--- src/rtl/adc_dac_loop_mc_pkg.sv ---
// rtl/adc_dac_loop_mc_pkg.sv - shared FSM states, fixed-point constant and width reduction helper
// Build option: define ADC_DAC_LOOP_MC_SAT_EN to clamp results instead of wrapping.
package adc_dac_loop_mc_pkg;

    typedef enum logic [2:0] {
        ST_IDLE,
        ST_ACQ,
        ST_CAL_ADC,
        ST_CAL_DAC,
        ST_FIN
    } state_t;

    localparam int          FRAC_BITS_DEF = 16;
    localparam logic [31:0] FP_ONE        = 32'h0000_0001 << FRAC_BITS_DEF;

    // Wide enough to hold a full FP product shifted back plus an offset.
    localparam int RED_W = 160;

`ifdef ADC_DAC_LOOP_MC_SAT_EN
    localparam bit SAT_ON = 1'b1;
`else
    localparam bit SAT_ON = 1'b0;
`endif

    // Reduce a wide signed value to w bits: clamp when saturation is built in,
    // otherwise keep the low bits (two's-complement wrap).
    function automatic logic [RED_W-1:0] reduce_word(
        input logic signed [RED_W-1:0] v,
        input int                      w,
        input logic                    unsigned_rng
    );
        logic signed [RED_W-1:0] one;
        logic signed [RED_W-1:0] hi;
        logic signed [RED_W-1:0] lo;
        logic signed [RED_W-1:0] r;
        one = {{(RED_W-1){1'b0}}, 1'b1};
        if (unsigned_rng) begin
            hi = (one << w) - one;
            lo = '0;
        end else begin
            hi = (one << (w - 1)) - one;
            lo = -(one << (w - 1));
        end
        r = v;
        if (SAT_ON) begin
            if (v > hi)
                r = hi;
            else if (v < lo)
                r = lo;
        end
        return r & ((one << w) - one);
    endfunction

endpackage

--- src/rtl/adc_dac_loop_mc_if.sv ---
// rtl/adc_dac_loop_mc_if.sv - run control, sample, config and result bundle
interface adc_dac_loop_mc_if #(
    parameter int NUM_CH    = 2,
    parameter int ADC_WIDTH = 12,
    parameter int DAC_WIDTH = 14,
    parameter int FP_WIDTH  = 32
);
    logic                            enable;
    logic [NUM_CH*ADC_WIDTH-1:0]     adc_data;
    logic [NUM_CH*4*FP_WIDTH-1:0]    cfg;
    logic [NUM_CH*FP_WIDTH-1:0]      volt;
    logic [NUM_CH*DAC_WIDTH-1:0]     dac_code;
    logic                            busy;
    logic                            done;

    modport master (
        output enable, adc_data, cfg,
        input  volt, dac_code, busy, done
    );

    modport slave (
        input  enable, adc_data, cfg,
        output volt, dac_code, busy, done
    );
endinterface

--- src/rtl/adc_dac_loop_mc_cal_mac.sv ---
// rtl/adc_dac_loop_mc_cal_mac.sv - shared combinational (a*b)>>>FRAC_BITS +/- c with width reduction
module cal_mac
    import adc_dac_loop_mc_pkg::*;
#(
    parameter int FP_WIDTH  = 32,
    parameter int FRAC_BITS = 16,
    parameter int DAC_WIDTH = 14
) (
    input  logic signed [FP_WIDTH-1:0] a,
    input  logic signed [FP_WIDTH-1:0] b,
    input  logic signed [FP_WIDTH-1:0] c,
    input  logic                       add_c,
    output logic        [FP_WIDTH-1:0] volt,
    output logic        [DAC_WIDTH-1:0] code
);
    localparam int PW = 2 * FP_WIDTH;

    logic signed [PW-1:0]    prod;
    logic signed [RED_W-1:0] scaled;
    logic signed [RED_W-1:0] sum;

    assign prod   = PW'(a) * PW'(b);
    assign scaled = RED_W'(prod) >>> FRAC_BITS;
    // ADC calibration subtracts its offset, DAC calibration adds it.
    assign sum    = add_c ? scaled + RED_W'(c) : scaled - RED_W'(c);

    assign volt = FP_WIDTH'(reduce_word(sum, FP_WIDTH, 1'b0));
    assign code = DAC_WIDTH'(reduce_word(sum >>> FRAC_BITS, DAC_WIDTH, 1'b1));

endmodule

--- src/rtl/adc_dac_loop_mc.sv ---
// rtl/adc_dac_loop_mc.sv - multichannel ADC averaging, calibration and DAC code loop
// Build option: ADC_DAC_LOOP_MC_SAT_EN selects clamping in the shared calibration datapath.
module adc_dac_loop_mc
    import adc_dac_loop_mc_pkg::*;
#(
    parameter int NUM_CH     = 2,
    parameter int ADC_WIDTH  = 12,
    parameter int DAC_WIDTH  = 14,
    parameter int FP_WIDTH   = 32,
    parameter int FRAC_BITS  = 16,
    parameter int LOG2_SAMPS = 10
) (
    input  logic             adc_clk,
    input  logic             rst,
    adc_dac_loop_mc_if.slave bus
);
    localparam int ACC_W = ADC_WIDTH + LOG2_SAMPS;
    localparam int CH_W  = (NUM_CH > 1) ? $clog2(NUM_CH) : 1;
    localparam logic [LOG2_SAMPS:0] SAMP_LAST = (LOG2_SAMPS+1)'(1 << LOG2_SAMPS);
    localparam logic [CH_W-1:0]     LAST_CH   = CH_W'(NUM_CH - 1);

    state_t                       state;
    state_t                       state_nx;
    logic [LOG2_SAMPS:0]          cnt;
    logic [CH_W-1:0]              ch_idx;
    logic [ACC_W-1:0]             acc    [NUM_CH];
    logic [FP_WIDTH-1:0]          volt_r [NUM_CH];
    logic [DAC_WIDTH-1:0]         code_r [NUM_CH];
    logic [NUM_CH*4*FP_WIDTH-1:0] cfg_sh;

    logic                         last_samp;
    logic                         last_ch;
    logic signed [FP_WIDTH-1:0]   mac_a;
    logic signed [FP_WIDTH-1:0]   mac_b;
    logic signed [FP_WIDTH-1:0]   mac_c;
    logic                         mac_add;
    logic [FP_WIDTH-1:0]          mac_volt;
    logic [DAC_WIDTH-1:0]         mac_code;
    logic [ACC_W-1:0]             acc_sel;
    int                           base;

    assign last_samp = (cnt == SAMP_LAST);
    assign last_ch   = (ch_idx == LAST_CH);

    always_ff @(posedge adc_clk or posedge rst) begin
        if (rst)
            state <= ST_IDLE;
        else
            state <= state_nx;
    end

    always_comb begin
        state_nx = state;
        case (state)
            ST_IDLE:    if (bus.enable) state_nx = ST_ACQ;
            ST_ACQ: begin
                if (!bus.enable)
                    state_nx = ST_IDLE;
                else if (last_samp)
                    state_nx = ST_CAL_ADC;
            end
            ST_CAL_ADC: if (last_ch) state_nx = ST_CAL_DAC;
            ST_CAL_DAC: if (last_ch) state_nx = ST_FIN;
            ST_FIN:     state_nx = ST_IDLE;
            default:    state_nx = ST_IDLE;
        endcase
    end

    // One multiplier serves both calibration phases; the channel index picks operands.
    always_comb begin
        base    = 4 * int'(ch_idx) * FP_WIDTH;
        acc_sel = acc[ch_idx];
        mac_a   = FP_WIDTH'(acc_sel >> LOG2_SAMPS) << FRAC_BITS;
        mac_b   = cfg_sh[base +: FP_WIDTH];
        mac_c   = cfg_sh[base + FP_WIDTH +: FP_WIDTH];
        mac_add = 1'b0;
        if (state == ST_CAL_DAC) begin
            mac_a   = volt_r[ch_idx];
            mac_b   = cfg_sh[base + 2*FP_WIDTH +: FP_WIDTH];
            mac_c   = cfg_sh[base + 3*FP_WIDTH +: FP_WIDTH];
            mac_add = 1'b1;
        end
    end

    cal_mac #(
        .FP_WIDTH  (FP_WIDTH),
        .FRAC_BITS (FRAC_BITS),
        .DAC_WIDTH (DAC_WIDTH)
    ) u_cal_mac (
        .a     (mac_a),
        .b     (mac_b),
        .c     (mac_c),
        .add_c (mac_add),
        .volt  (mac_volt),
        .code  (mac_code)
    );

    always_ff @(posedge adc_clk or posedge rst) begin
        if (rst) begin
            cnt    <= '0;
            ch_idx <= '0;
            cfg_sh <= '0;
            for (int k = 0; k < NUM_CH; k++) begin
                acc[k]    <= '0;
                volt_r[k] <= '0;
                code_r[k] <= '0;
            end
        end else begin
            case (state)
                ST_IDLE: begin
                    if (bus.enable) begin
                        cfg_sh <= bus.cfg;
                        cnt    <= '0;
                        ch_idx <= '0;
                        for (int k = 0; k < NUM_CH; k++)
                            acc[k] <= '0;
                    end
                end
                ST_ACQ: begin
                    if (!bus.enable) begin
                        cnt <= '0;
                        for (int k = 0; k < NUM_CH; k++)
                            acc[k] <= '0;
                    end else begin
                        cnt <= cnt + (LOG2_SAMPS+1)'(1);
                        // First ACQ cycle is a settle cycle; samples follow.
                        if (cnt != '0) begin
                            for (int k = 0; k < NUM_CH; k++)
                                acc[k] <= acc[k] + ACC_W'(bus.adc_data[k*ADC_WIDTH +: ADC_WIDTH]);
                        end
                    end
                end
                ST_CAL_ADC: begin
                    volt_r[ch_idx] <= mac_volt;
                    ch_idx         <= last_ch ? '0 : ch_idx + CH_W'(1);
                end
                ST_CAL_DAC: begin
                    code_r[ch_idx] <= mac_code;
                    ch_idx         <= last_ch ? '0 : ch_idx + CH_W'(1);
                end
                default: ;
            endcase
        end
    end

    for (genvar g = 0; g < NUM_CH; g++) begin : g_out
        assign bus.volt[g*FP_WIDTH +: FP_WIDTH]       = volt_r[g];
        assign bus.dac_code[g*DAC_WIDTH +: DAC_WIDTH] = code_r[g];
    end

    assign bus.busy = (state != ST_IDLE);
    assign bus.done = (state == ST_FIN);

endmodule

--- src/flat_wrapper.sv ---
// flat-port wrapper written by rule: the top's interface ports become plain ports
module adc_dac_loop_mc_flat import adc_dac_loop_mc_pkg::*;
#(
    parameter int NUM_CH     = 2,
    parameter int ADC_WIDTH  = 12,
    parameter int DAC_WIDTH  = 14,
    parameter int FP_WIDTH   = 32,
    parameter int FRAC_BITS  = 16,
    parameter int LOG2_SAMPS = 10
)
  (adc_clk, rst, bus_enable, bus_adc_data, bus_cfg, bus_volt, bus_dac_code, bus_busy, bus_done);
  adc_dac_loop_mc_if #(.NUM_CH(NUM_CH), .ADC_WIDTH(ADC_WIDTH), .DAC_WIDTH(DAC_WIDTH), .FP_WIDTH(FP_WIDTH)) bus_i ();
  input  logic adc_clk;
  input  logic rst;
  input wire logic [$bits(bus_i.enable)-1:0] bus_enable;
  input wire logic [$bits(bus_i.adc_data)-1:0] bus_adc_data;
  input wire logic [$bits(bus_i.cfg)-1:0] bus_cfg;
  output wire logic [$bits(bus_i.volt)-1:0] bus_volt;
  output wire logic [$bits(bus_i.dac_code)-1:0] bus_dac_code;
  output wire logic [$bits(bus_i.busy)-1:0] bus_busy;
  output wire logic [$bits(bus_i.done)-1:0] bus_done;
  assign bus_i.enable = bus_enable;
  assign bus_i.adc_data = bus_adc_data;
  assign bus_i.cfg = bus_cfg;
  assign bus_volt = bus_i.volt;
  assign bus_dac_code = bus_i.dac_code;
  assign bus_busy = bus_i.busy;
  assign bus_done = bus_i.done;
  adc_dac_loop_mc #(.NUM_CH(NUM_CH), .ADC_WIDTH(ADC_WIDTH), .DAC_WIDTH(DAC_WIDTH), .FP_WIDTH(FP_WIDTH), .FRAC_BITS(FRAC_BITS), .LOG2_SAMPS(LOG2_SAMPS)) u_core (.adc_clk(adc_clk), .rst(rst), .bus(bus_i));
endmodule
--- config.mk ---
export PLATFORM = sky130hd
export DESIGN_NAME = adc_dac_loop_mc_flat
export DESIGN_NICKNAME = d
export VERILOG_FILES = /design/src/rtl/adc_dac_loop_mc_pkg.sv /design/src/rtl/adc_dac_loop_mc_if.sv /design/src/rtl/adc_dac_loop_mc_cal_mac.sv /design/src/rtl/adc_dac_loop_mc.sv /design/src/flat_wrapper.sv
export SDC_FILE = /design/constraint.sdc
export NUM_CORES = 2
export LEC_CHECK = 0
export ABC_CLOCK_PERIOD_IN_PS = 19100
export BUFFER_PORTS_ARGS = -buffer_cell sky130_fd_sc_hd__buf_2
export CAP_MARGIN = 20
export CORE_MARGIN = 10
export CORE_UTILIZATION = 50
export CTS_BUF_LIST = sky130_fd_sc_hd__clkbuf_8
export DETAILED_ROUTE_END_ITERATION = 8
export PLACE_DENSITY_LB_ADDON = 0.12
export SKIP_CTS_REPAIR_TIMING = 1
export SLEW_MARGIN = 15
export SYNTH_ARGS = -nofsm -noshare
export SYNTH_HDL_FRONTEND = slang
export SYNTH_SLANG_ARGS = --single-unit
--- constraint.sdc ---
create_clock -name adc_clk -period 19.1 [get_ports adc_clk]
set_input_delay 5.73 -clock adc_clk [delete_from_list [all_inputs] [get_ports adc_clk]]
set_output_delay 5.73 -clock adc_clk [all_outputs]
set_load 0.02 [all_outputs]
==> metrics list <==
- Leading cell type by number of instances after synthesis: inv_1
* Gpl congestion: 0.9496
* Number of fill cells: 8895
- Starting Density: 50.22%
* ANT nets after route: 0
- Footprint of the multi-input gates: 0.03488 sq mm
- In the final routed layout, each cell accounts on average for 23.92 microns.
- Worst-path fanout max: 50
* Longest Clk Path Bufs: 3
* Core Region: 0.09799 sq mm
- For this run, the register share of the synthesized area comes to 20.70%.
* Horizontal die dimension: 333.7 microns
- Post-synth top flop: dfrtp_1
- Normalized max-slew margin: 22.18%
- Netlist cell types: 77
- Cell types with the largest area share after synthesis: fa_1 34%, dfrtp_1 21%, inv_1 6.5%
* Cell count after synthesis: 5078
* Clock transition at the registers of the reported paths: 0.06 ns
- Period utilization: 66.23%
- RSZ-0062 raised after global routing: false
- The initial antenna violation count came to 10.
- For this design the top-level I/O count stands at 377.
- The first detailed-routing pass ran for 5 iterations.
- The smallest clock period supported by the final layout is computed as 12.65 ns.
* Maximum number of pins on one net before global-route repair: 137
- Highest Signal Layer: met5
- Detail Route met3 WL: 14770 microns
- Largest stage delay on the critical path: 0.82 ns
* Data arrival time at the worst-slack endpoint: 13.18 ns
- TritonCTS built the clock tree.
- Avg Vias per Cell: 5.609
- The initialized floorplan defines 115 standard-cell rows.
- Compared with the post-synthesis result, the final layout area differs by 9.635%.
- Clock insertion delay at the later pin of the skew report: 0.75 ns
- DPL Wire Length: 125100 microns
* Kind of end point of the critical path: flop
- After detailed routing, the met2 layer carries 73180 microns of wire.
- Across the whole layout, storage elements account for 0.01019 sq mm.
- The synthesized design devotes to its leading area cell type 34.22% of total area.
- Synthesis-stage register bit count: 407
* Classification of the worst setup path: reg2reg
- Mean Syn Cell Area: 9.690 sq um
- Share of synthesized flip-flops with an asynchronous set or reset: 100.0%
- On the critical path, the stage with the largest delay is an instance of dfrtp_4.
- Static timing analysis puts the maximum clock frequency at 79.05 MHz.
- Transition time of the tightest slew-check pin: 1.167 ns
- The routed design has 160300 microns of wire.
- Number of global-route vias before repair: 39.05k
- Across the run, the number of max-cap violations was 0.
* Yosys warnings: 0
* Vertical die dimension: 333.7 microns
- Setup violations remaining at the end of the flow were counted as 0.
- Via count: 37.58k
* Total track usage: 29.16%
- Port buffering added 376 buffers.
* Top cell type by total area after synthesis: fa_1
- Most numerous cell on the critical path: fa_1
* Combined buffer and inverter count along the critical path: 7
- Root buf cell: clkbuf_8
- Clock sink total: 407
* Clock Skew: 0.07424 ns
- In the synthesized netlist, the cells that appear most often are 852 x inv_1, 841 x fa_1, 722 x nand2_1.
* Result of the run: finished clean
- Largest delay contributor family on the critical path: adder cells
- EDFF count, synth: 0
* Share of cells above drive strength 1: 17.32%
- Number of slew-limit violations in the final report: 0
* DRT met1 WL: 66670 microns
- After the last flow step, the layout net total stands at 6699.
* Hold Fails Final Rpt: 0
- In this run the cell area of the synthesized design comes to 0.04920 sq mm.
- Total number of H-tree levels: 3
- After detailed routing, the number of remaining DRC violations is 0.
- Total congestion overflow: 0
- In this run, CTS created clock tree buffers numbering 74.
* CP startpoint kind: flop
- Adding up every negative setup slack in the final design gives 0 ns.
- In this run, the number of DRC markers left after iteration 0 of detailed routing was 3246.
- Synthesis produced a netlist with a net count of 6423.
- Global-route wire length before repair: 246400 microns
- Die Footprint: 0.1114 sq mm
* Worst hold path class: reg2reg
- At the worst endpoint, the required time is 19.63 ns.
==> per-stage QoR <==
stage | hold WS (ns) | cell area (sq um) | setup slack [ns] | std cells | util [%]
6_report | 0.4840 | 53950 | 6.449 | 6700 | 55.05
3_3_place_gp | 0.4574 | 52360 | 6.840 | 6564 | 53.43
4_1_cts | 0.4850 | 53930 | 6.541 | 6696 | 55.04
5_1_grt | 0.5132 | 53940 | 5.679 | 6698 | 55.05
3_5_place_dp | 0.4709 | 52370 | 6.616 | 6565 | 53.45
2_1_floorplan | 0.4752 | 49200 | 2.047 | 5078 | -
==> cell type report <==
type | count | share of cell area, %
inverter | 853 | 5.949
clock buffer | 92 | 2.347
clock inverter | 39 | 0.5497
antenna | 4 | 0.01856
sequential | 407 | 18.89
timing repair buffer | 452 | 4.606
multi-input combinational | 3566 | 64.66
tap | 1287 | 2.985
==> sequential cells by signal, summed over array words and instances, names as in the netlist <==
register,flops
u_core.bus.volt,64
u_core.state,3
u_core.bus.dac_code,28
u_core.ch_idx,1
u_core.acc,44
u_core.cfg_sh,256
u_core.cnt,11
==> logic make-up after synthesis <==
group           count (synthesis)  synth area share [%]
mux                           363                 9.645
xor+xnor                      151                 2.716
buf+inv                      1105                 8.529
compound gates                475                 5.938
simple gates                 1515                 12.64
flops                         407                 20.70
fa+ha+maj                    1062                 39.84
==> cell usage in the layout, fill, tap and decap left out, drive strengths merged, types with 55 or more instances in the layout <==
cell and count:
clkbuf 92, mux4 60, buf 452, a21oi 96, o21ai 194, nand2 722, nor2 564, nand3 55
fa 841, ha 221, mux2 279, dfrtp 407, xnor2 101, inv 877
==> routing by layer <==
layer	vias to the layer above	track usage (%)
li1	16351	-
met1	19292	39.68
met2	1637	45.86
met3	285	7.067
met4	14	9.055
met5	-	0
==> worst reg2reg max path, delay by kind of cell, from the launching register on <==
family,cells,cell delay [ns]
buf+inv,7,1.84
flops,1,0.82
fa+ha+maj,10,4.57
simple gates,5,0.98
compound gates,15,4.24
==> final timing paths <==
path	slack, ns	to	startpoint	depth (start not counted)
max	6.45	u_core.bus.dac_code[20]$_DFFE_PP0P_	u_core.ch_idx$_DFFE_PP0P_	37
min	0.48	u_core.bus.dac_code[21]$_DFFE_PP0P_	u_core.bus.dac_code[21]$_DFFE_PP0P_	2
max reg2reg	6.45	u_core.bus.dac_code[20]$_DFFE_PP0P_	u_core.ch_idx$_DFFE_PP0P_	37
min reg2reg	0.48	u_core.bus.dac_code[21]$_DFFE_PP0P_	u_core.bus.dac_code[21]$_DFFE_PP0P_	2
max in group asynchronous	11.37	u_core.cfg_sh[20]$_DFFE_PP0P_	rst	4
min in group asynchronous	5.12	u_core.cfg_sh[170]$_DFFE_PP0P_	rst	2
Power is not shown: default switching activity piles up to over one toggle a cycle in this logic, so the estimate is an artifact.
